File: config.mk
export PLATFORM = sky130hd
export DESIGN_NAME = lbist_misr_ctrl
export DESIGN_NICKNAME = d
export VERILOG_FILES = /design/src/rtl/lbist_pkg.sv /design/src/rtl/lbist_misr_ctrl_misr_core.sv /design/src/rtl/lbist_misr_ctrl.sv
export SDC_FILE = /design/constraint.sdc
export NUM_CORES = 1
export LEC_CHECK = 0
export CORE_MARGIN = 2
export CORE_UTILIZATION = 44
export CTS_CLUSTER_SIZE = 12
export DETAILED_ROUTE_END_ITERATION = 10
export PLACE_DENSITY = 0.8
export SLEW_MARGIN = 30
export SYNTH_ARGS = -nofsm -noshare
export SYNTH_HDL_FRONTEND = slang
export SYNTH_SLANG_ARGS = --single-unit
File: constraint.sdc
create_clock -name clk -period 3.3 [get_ports clk]
set_clock_uncertainty 0.1 [all_clocks]
set_input_delay 0.66 -clock clk [delete_from_list [all_inputs] [get_ports clk]]
set_output_delay 0.66 -clock clk [all_outputs]
set_load 0.01 [all_outputs]
File: src/rtl/lbist_pkg.sv
// Shared types and default constants for the LBIST MISR compaction controller.
// Defaults target a 17-bit response bus (x^17+x^3+1) and 1000 patterns per session.
package lbist_pkg;

  typedef enum logic [1:0] {
    ST_IDLE = 2'd0,
    ST_RUN  = 2'd1,
    ST_DONE = 2'd2
  } lbist_state_t;

  localparam int          DEFAULT_W    = 17;
  localparam logic [16:0] DEFAULT_POLY = 17'h00009;
  localparam int          DEFAULT_NPAT = 1000;
  localparam int          DEFAULT_CW   = 16;

endpackage

File: src/rtl/lbist_misr_ctrl_misr_core.sv
// Combinational MISR step: shift left, fold in the response word, and apply tap feedback from the MSB.
// Zero latency; no flow control, purely a function of its inputs.
module misr_core #(
  parameter int           W    = 17,
  parameter logic [W-1:0] POLY = 17'h00009
) (
  input  logic [W-1:0] i_sig,
  input  logic [W-1:0] i_resp,
  output logic [W-1:0] o_next
);

  always_comb begin
    o_next    = '0;
    // Stage 0 has no upstream stage, so it takes the feedback bit unconditionally.
    o_next[0] = i_resp[0] ^ i_sig[W-1];
    for (int i = 1; i < W; i++) begin
      o_next[i] = i_sig[i-1] ^ i_resp[i] ^ (POLY[i] & i_sig[W-1]);
    end
  end

endmodule

File: src/rtl/lbist_misr_ctrl.sv
// LBIST session controller: compacts NPAT valid responses into a MISR and compares against golden.
// done/pass/final signature appear one cycle after the last valid response; resp_valid gaps stall the count.
module lbist_misr_ctrl
  import lbist_pkg::*;
#(
  parameter int           W    = DEFAULT_W,
  parameter logic [W-1:0] POLY = DEFAULT_POLY,
  parameter int           NPAT = DEFAULT_NPAT,
  parameter int           CW   = DEFAULT_CW
) (
  input  logic          clk,
  input  logic          reset,
  input  logic          start,
  input  logic [W-1:0]  seed,
  input  logic [W-1:0]  golden,
  input  logic          resp_valid,
  input  logic [W-1:0]  resp,
  output logic          busy,
  output logic          done,
  output logic          pass,
  output logic [W-1:0]  signature,
  output logic [CW-1:0] pat_count
);

  lbist_state_t  r_state;
  lbist_state_t  w_state_nxt;
  logic [W-1:0]  r_sig;
  logic [W-1:0]  w_sig_nxt;
  logic [W-1:0]  w_misr;
  logic [CW-1:0] r_cnt;
  logic [CW-1:0] w_cnt_nxt;
  logic [CW-1:0] w_cnt_inc;
  logic          r_pass;
  logic          w_pass_nxt;

  misr_core #(
    .W    (W),
    .POLY (POLY)
  ) u_misr_core (
    .i_sig  (r_sig),
    .i_resp (resp),
    .o_next (w_misr)
  );

  assign w_cnt_inc = r_cnt + CW'(1);

  always_comb begin
    w_state_nxt = r_state;
    w_sig_nxt   = r_sig;
    w_cnt_nxt   = r_cnt;
    w_pass_nxt  = r_pass;
    case (r_state)
      ST_IDLE, ST_DONE: begin
        if (start) begin
          w_state_nxt = ST_RUN;
          w_sig_nxt   = seed;
          w_cnt_nxt   = '0;
          w_pass_nxt  = 1'b0;
        end
      end
      ST_RUN: begin
        if (resp_valid) begin
          w_sig_nxt = w_misr;
          w_cnt_nxt = w_cnt_inc;
          // Leaving RUN on the terminal response keeps the counter from ever wrapping.
          if (w_cnt_inc == CW'(NPAT)) begin
            w_state_nxt = ST_DONE;
            w_pass_nxt  = (w_misr == golden);
          end
        end
      end
      default: begin
        w_state_nxt = ST_IDLE;
      end
    endcase
  end

  always_ff @(posedge clk or posedge reset) begin
    if (reset) begin
      r_state <= ST_IDLE;
      r_sig   <= '0;
      r_cnt   <= '0;
      r_pass  <= 1'b0;
    end else begin
      r_state <= w_state_nxt;
      r_sig   <= w_sig_nxt;
      r_cnt   <= w_cnt_nxt;
      r_pass  <= w_pass_nxt;
    end
  end

  assign busy      = (r_state == ST_RUN);
  assign done      = (r_state == ST_DONE);
  assign pass      = r_pass;
  assign signature = r_sig;
  assign pat_count = r_cnt;

endmodule

==> results.tsv, run 1 <==
stage	metric	value	unit
cells_and_area	final_cells	434	
synth	yosysSeqAreaShare	38.1	%
clock_tree	cts_max_level	2	
clock_tree	cts_resized	0	
timing	finalSetupViolations	0	
synth	syn-num-nets	338	
clock_tree	cts_root_buf	clkbuf_8	
synth	netlist_area	0.00236	sq mm
critical_path	start_kind	flop	
clock_tree	cts_hold_buf	0	
cells_and_area	syn2layout_area_growth	43.2	%
cells_and_area	fin_area	0.00339	sq mm
synth	synth.distinct_cells	41	
critical_path	path_cells	nor2b_2 -> clkdlybuf4s50_1	
timing	maxSlewHeadroom	53.0	%
global_route	grt.total_usage	22.8	%
detailed_routing	drc	0	
floorplan	chipHeight	77.3	microns
pwr	power.internal	1.25	mW
timing	finalHoldViolations	0	
status	outcome	finished clean	
synth	yosys_warnings	0	
synth	synth_edf_count	0	
critical_path	crit_buf_inv	1	
floorplan	ioPinCount	91	
detailed_routing	vias	2374	
floorplan	dieArea	0.00598	sq mm
synth	synthFlopType	dfrtp_1	
placement	dpl.hpwl	4.93	mm
cells_and_area	layout.nets	420	
pwr	p_clk_share	16.6	%
worst_hold_path	hold_class	reg -> reg	
timing	period_needed	2640	ps
cells_and_area	diodes	0	
synth	syn-instance-count	281	
timing	fin_setup_tns	0	ps
critical_path	endpoint_kind	primary output	
placement	io_buffers	90	
pwr	p_leak	1.28	nW
pwr	p_sw_share	38.0	%
timing	rsz0062_at_grt	false	
synth	synth.area.top_cells	dfrtp_1 38%, xnor2_1 13%, o21ai_0 12%	
pwr	pwr_density_cell	593	mW/mm^2
placement	gp_congestion	0.896	
placement	place_area	0.00329	sq mm
clock_tree	clk_pin_slew	80	ps
global_route	grt_pass1_vias	2267	
cells_and_area	fillCellCount	447	
clock_tree	cts_tree	yes	
pwr	seq_power_share	35.6	%
critical_path	cp.required	2540	ps
synth	yosysMostFrequentCell	o21ai_0	
synth	synth_top_area_share	38.1	%
detailed_routing	routed_wl	6.52	mm
synth	synth.avg_cell_area	8.42	sq um
detailed_routing	wire_per_inst	15.0	microns
detailed_routing	antenna_left	0	
critical_path	crit_type	reg -> out	
critical_path	cp_max_fo	16	
global_route	grt.overflow.total	0	
synth	ys_async_sr_fraction	100	%
pwr	irDropWorstVdd	0.000425	V
critical_path	path_delay_family	buffers and inverters	
critical_path	max_stage_delay	650	ps
detailed_routing	viasPerCell	5.47	
detailed_routing	drtIter0Drc	98	
pwr	combinationalPowerShare	47.8	%
clock_tree	clkSinkCount	36	
clock_tree	clkLatencyLatePin	300	ps
cells_and_area	final_util	65.9	%
global_route	antenna_found_initial	0	
critical_path	reg2reg_slack	730	ps
timing	worst_pin_slew	703	ps
clock_tree	postCtsSetupRepairBufs	0	
critical_path	slowest_stage	clkdlybuf4s50_1	
floorplan	die_w	77.3	microns
synth	synth_commonest_cells	57 x o21ai_0, 45 x nand2_1, 36 x dfrtp_1	
run	maxCapViolCount	0	
timing	max_freq	379	MHz
detailed_routing	dr.pass1.iters	4	
placement	placedCellCount	426	
floorplan	rows	26	
synth	yosys.area.top_type	dfrtp_1	
timing	min_period_over_period	79.9	%
clock_tree	cts_buffers	5	
timing	slew_violations	0	
synth	ys_ff_latch	36	
floorplan	core_area	0.00514	sq mm
global_route	grt_max_degree	37	
global_route	grt_pass1_wl	10.8	mm
floorplan	initial_core_util	46.0	%
clock_tree	clockBufferDepth	2	
critical_path	worstPathArrival	1880	ps
pwr	switching_power	0.764	mW
cells_and_area	drive_above_1_share	4.95	%
[cells in the final DEF (no fill, tap or decap), types with 2 or more instances in the layout]
| cell | Yosys | layout |
|---|---|---|
| nand2_1 | 45 | 45 |
| and3_1 | 2 | 2 |
| nand4_1 | 9 | 9 |
| clkdlybuf4s50_1 | 0 | 90 |
| clkbuf_8 | 0 | 6 |
| o2111ai_1 | 2 | 2 |
| o211ai_1 | 3 | 3 |
| nor4_1 | 7 | 7 |
| clkinv_2 | 0 | 2 |
| a21oi_1 | 4 | 4 |
| ha_1 | 2 | 2 |
| nor3_1 | 6 | 6 |
| xor2_1 | 6 | 6 |
| nor2_1 | 11 | 10 |
| dfrtp_1 | 36 | 36 |
| buf_4 | 0 | 4 |
| o21ai_0 | 57 | 57 |
| nand3_1 | 6 | 6 |
| a31oi_1 | 4 | 4 |
| inv_1 | 3 | 3 |
| xnor2_1 | 34 | 34 |
| o31ai_1 | 3 | 3 |
[power groups by stage]
stage / logic, mW / clock network, mW / registers (mW)
after floorplan: 0.532 / 0 / 0.735
after global placement: 0.947 / 0 / 0.713
after detailed placement: 0.965 / 0 / 0.722
after CTS: 0.971 / 0.337 / 0.715
after global routing: 1.06 / 0.354 / 0.737
final: 0.960 / 0.334 / 0.715
[worst reg2reg max path, stage by stage (launching register included)]
cell and delay, ps:
dfrtp_1 500, ha_1 350, nand3_4 160, or3_4 420, a2111oi_4 370, o2111ai_1 190, o32a_1 370
[path summary, 6_finish.rpt]
path	end	cells after the start	from
worst max-delay path	busy	2	r_state[0]$_DFFE_PP0P_
worst min-delay path	signature[10]$_DFFE_PP0P_	2	signature[10]$_DFFE_PP0P_
worst max register to register	r_state[0]$_DFFE_PP0P_	6	pat_count[0]$_DFFE_PP0P_
worst min register to register	signature[10]$_DFFE_PP0P_	2	signature[10]$_DFFE_PP0P_
max in group asynchronous	pat_count[9]$_DFFE_PP0P_	3	reset
min in group asynchronous	pat_count[3]$_DFFE_PP0P_	3	reset
[cell type report]
type | count | area [sq um] | share of cell area, %
Timing Repair Buffer | 94 | 931 | 27.5
Inverter | 3 | 11.3 | 0.332
Clock buffer | 6 | 82.6 | 2.44
Clock inverter | 2 | 10.0 | 0.296
Sequential cell | 36 | 901 | 26.6
Tap cell | 70 | 87.6 | 2.59
Multi-Input combinational cell | 223 | 1360 | 40.3
[per-layer routing]
| layer | track usage (%) | vias up | share of wire (%) |
|---|---|---|---|
| met5 | 0 | - | 0 |
| met4 | 9.64 | 0 | 1.8 |
| met3 | 4.24 | 12 | 4.3 |
| met2 | 38.0 | 75 | 48 |
| met1 | 29.0 | 1127 | 46 |
| li1 | - | 1160 | - |
[through the flow]
stage,worst slack (ps),power (mW),hold WS [ps]
2_1_floorplan,923,1.27,450
3_3_place_gp,880,1.66,408
3_5_place_dp,737,1.69,413
4_1_cts,663,2.02,429
5_1_grt,565,2.15,462
6_report,664,2.01,423
[registers in the layout, summed over array words and instances (netlist names)]
| register | count |
|---|---|
| pass | 1 |
| pat_count | 16 |
| r_state | 2 |
| signature | 17 |
[kinds of logic (layout without fill, tap and decap cells)]
| family | Yosys count | after routing | synth area share [%] |
|---|---|---|---|
| simple gates | 97 | 97 | 20.1 |
| compound gates | 83 | 83 | 21.1 |
| xor+xnor | 40 | 40 | 14.8 |
| flops | 36 | 36 | 38.1 |
| buf+inv | 22 | 105 | 4.44 |
| fa+ha+maj | 2 | 2 | 1.06 |
| mux | 1 | 1 | 0.423 |
(Power assumes the default switching activity.)
==> inputs of run 2 (changes only) <==
- clock period: 3.3 -> 2.76 ns (I/O delays scaled with it)
==> run 2 against run 1 <==
Global-route usage grew 0.61 points; flip-flop and latch count is the same; setup slack lost 510 ps; count of clock-buffer cells in the layout grew 1; cell area grew 0.41%; critical path type is now reg -> reg; critical path depth grew 4; cell count is the same; clock power grew 24%; utilization grew 0.27 points.
==> results.tsv, run 2 (synthesis gave the netlist of run 1 again) <==
stage	metric	value	unit
status	outcome	finished clean	
placement	gp_congestion	0.833	
detailed_routing	vias	2394	
pwr	p_sw_share	37.9	%
pwr	power.internal	1.52	mW
clock_tree	cts_buffers	5	
timing	rsz0062_at_grt	false	
cells_and_area	final_common_cell	clkdlybuf4s50_1	
detailed_routing	dr.pass1.iters	4	
cells_and_area	syn2layout_area_growth	43.8	%
worst_hold_path	min-delay-start	signature[14]$_DFFE_PP0P_	
clock_tree	cts_max_level	2	
clock_tree	clkLatencyLatePin	290	ps
cells_and_area	largest_reg_flops	17	
worst_hold_path	min_path_cells	2	
global_route	grt_max_degree	37	
run	maxCapViolCount	0	
placement	io_buffers	90	
critical_path	r2r_end	r_state[0]$_DFFE_PP0P_	
clock_tree	clk_pin_slew	70	ps
detailed_routing	routed_wl	6.73	mm
clock_tree	clockBufferDepth	2	
detailed_routing	drc	0	
critical_path	endpoint_kind	flop	
cells_and_area	diodes	0	
clock_tree	clkSinkCount	36	
timing	maxSlewHeadroom	52.4	%
floorplan	rows	26	
detailed_routing	drtIter0Drc	170	
critical_path	reg2reg_slack	160	ps
placement	place_ws	150	ps
clock_tree	cts_hold_buf	0	
critical_path	start_kind	flop	
critical_path	cp.required	2830	ps
critical_path	cp-startpoint	pat_count[0]$_DFFE_PP0P_	
clock_tree	postCtsSetupRepairBufs	0	
timing	max_freq	384	MHz
clock_tree	cts_root_buf	clkbuf_8	
cells_and_area	drive_above_1_share	5.22	%
cells_and_area	layout.nets	421	
critical_path	cp_max_fo	9	
critical_path	crit_type	reg -> reg	
timing	slew_violations	0	
cells_and_area	fin_area	0.00340	sq mm
clock_tree	cts_tree	yes	
cells_and_area	fillCellCount	449	
global_route	grt_pass1_vias	2282	
pwr	combinationalPowerShare	47.7	%
critical_path	worstPathArrival	2680	ps
cells_and_area	final_cell_mix	90 x clkdlybuf4s50_1, 57 x o21ai_0, 45 x nand2_1	
worst_hold_path	whs_endpoint	signature[14]$_DFFE_PP0P_	
placement	place_area	0.00330	sq mm
critical_path	reg2reg_from	pat_count[0]$_DFFE_PP0P_	
detailed_routing	viasPerCell	5.52	
pwr	seq_power_share	35.3	%
critical_path	ff2ff_path_depth	6	
timing	min_period_over_period	94.2	%
floorplan	dieArea	0.00598	sq mm
timing	worst_slack	159	ps
pwr	pwr_density_cell	718	mW/mm^2
global_route	grt.total_usage	23.4	%
timing	finalSetupViolations	0	
floorplan	ioPinCount	91	
global_route	grt.overflow.total	0	
timing	period_needed	2600	ps
floorplan	die_w	77.3	microns
floorplan	chipHeight	77.3	microns
detailed_routing	wire_per_inst	15.5	microns
global_route	grt_pass1_wl	11.2	mm
pwr	switching_power	0.927	mW
pwr	power	2.44	mW
worst_hold_path	hold_class	reg -> reg	
floorplan	initial_core_util	46.0	%
detailed_routing	antenna_left	0	
pwr	p_clk_share	17.0	%
timing	fin_setup_tns	0	ps
timing	worst_pin_slew	714	ps
timing	finalHoldViolations	0	
global_route	antenna_found_initial	0	
pwr	irDropWorstVdd	0.000515	V
pwr	p_leak	1.28	nW
floorplan	core_area	0.00514	sq mm
placement	dpl.hpwl	5.08	mm
==> run 2: cell types whose count changed in the layout (fill, tap and decap cells not counted), sizes merged <==
cell    previous run  this run
buf                4         5
clkbuf             6         7
clkinv             2         0
==> run 2: power by group through the flow <==
stage | combinational, mW | clock, mW | sequential, mW
floorplan | 0.636 | 0 | 0.878
detailed placement | 1.16 | 0 | 0.868
finish | 1.17 | 0.415 | 0.862
CTS | 1.17 | 0.423 | 0.860
global route | 1.28 | 0.441 | 0.885
global placement | 1.12 | 0 | 0.863
==> run 2: worst max-delay path: stages, from the launching register on <==
cell and delay, ps:
dfrtp_1 510, ha_2 310, nand3_4 140, or3_4 420, a2111oi_4 420, o2111ai_1 220
o32a_1 360
==> run 2: layout make-up <==
cell class | count | area (sq um) | share of cell area, %
inverter | 3 | 11.3 | 0.331
tap | 70 | 87.6 | 2.58
multi-input combinational | 223 | 1370 | 40.2
sequential | 36 | 901 | 26.5
clock buffer | 7 | 96.3 | 2.83
timing repair buffer | 95 | 938 | 27.6
==> run 2: worst max-delay path by stage <==
stage | endpoint | slack [ps] | cells after the start
global placement | r_state[0]$_DFFE_PP0P_ | 210 | 6
global route | r_state[0]$_DFFE_PP0P_ | 40 | 6
finish | r_state[0]$_DFFE_PP0P_ | 160 | 6
floorplan | r_state[0]$_DFFE_PP0P_ | 380 | 6
CTS | r_state[0]$_DFFE_PP0P_ | 140 | 6
detailed placement | r_state[0]$_DFFE_PP0P_ | 150 | 6
==> run 2: repair_timing <==
action,4_1_cts,5_1_grt
endpoints found under the hold margin,0,0
setup endpoints to repair,0,1
gates resized for setup,0,1
==> run 2: through the flow <==
stage	std cells	util [%]	hold slack, ps
2_1_floorplan	281	-	450
3_3_place_gp	427	64.2	406
3_5_place_dp	427	64.2	424
4_1_cts	434	66.1	445
5_1_grt	434	66.2	464
6_report	434	66.2	441
==> run 2: per-layer routing <==
layer / wire length (microns) / GRT usage, %
met4: 98 / 6.61
met5: 0 / 0
met3: 262 / 4.71
met2: 3420 / 39.2
met1: 2950 / 30.7
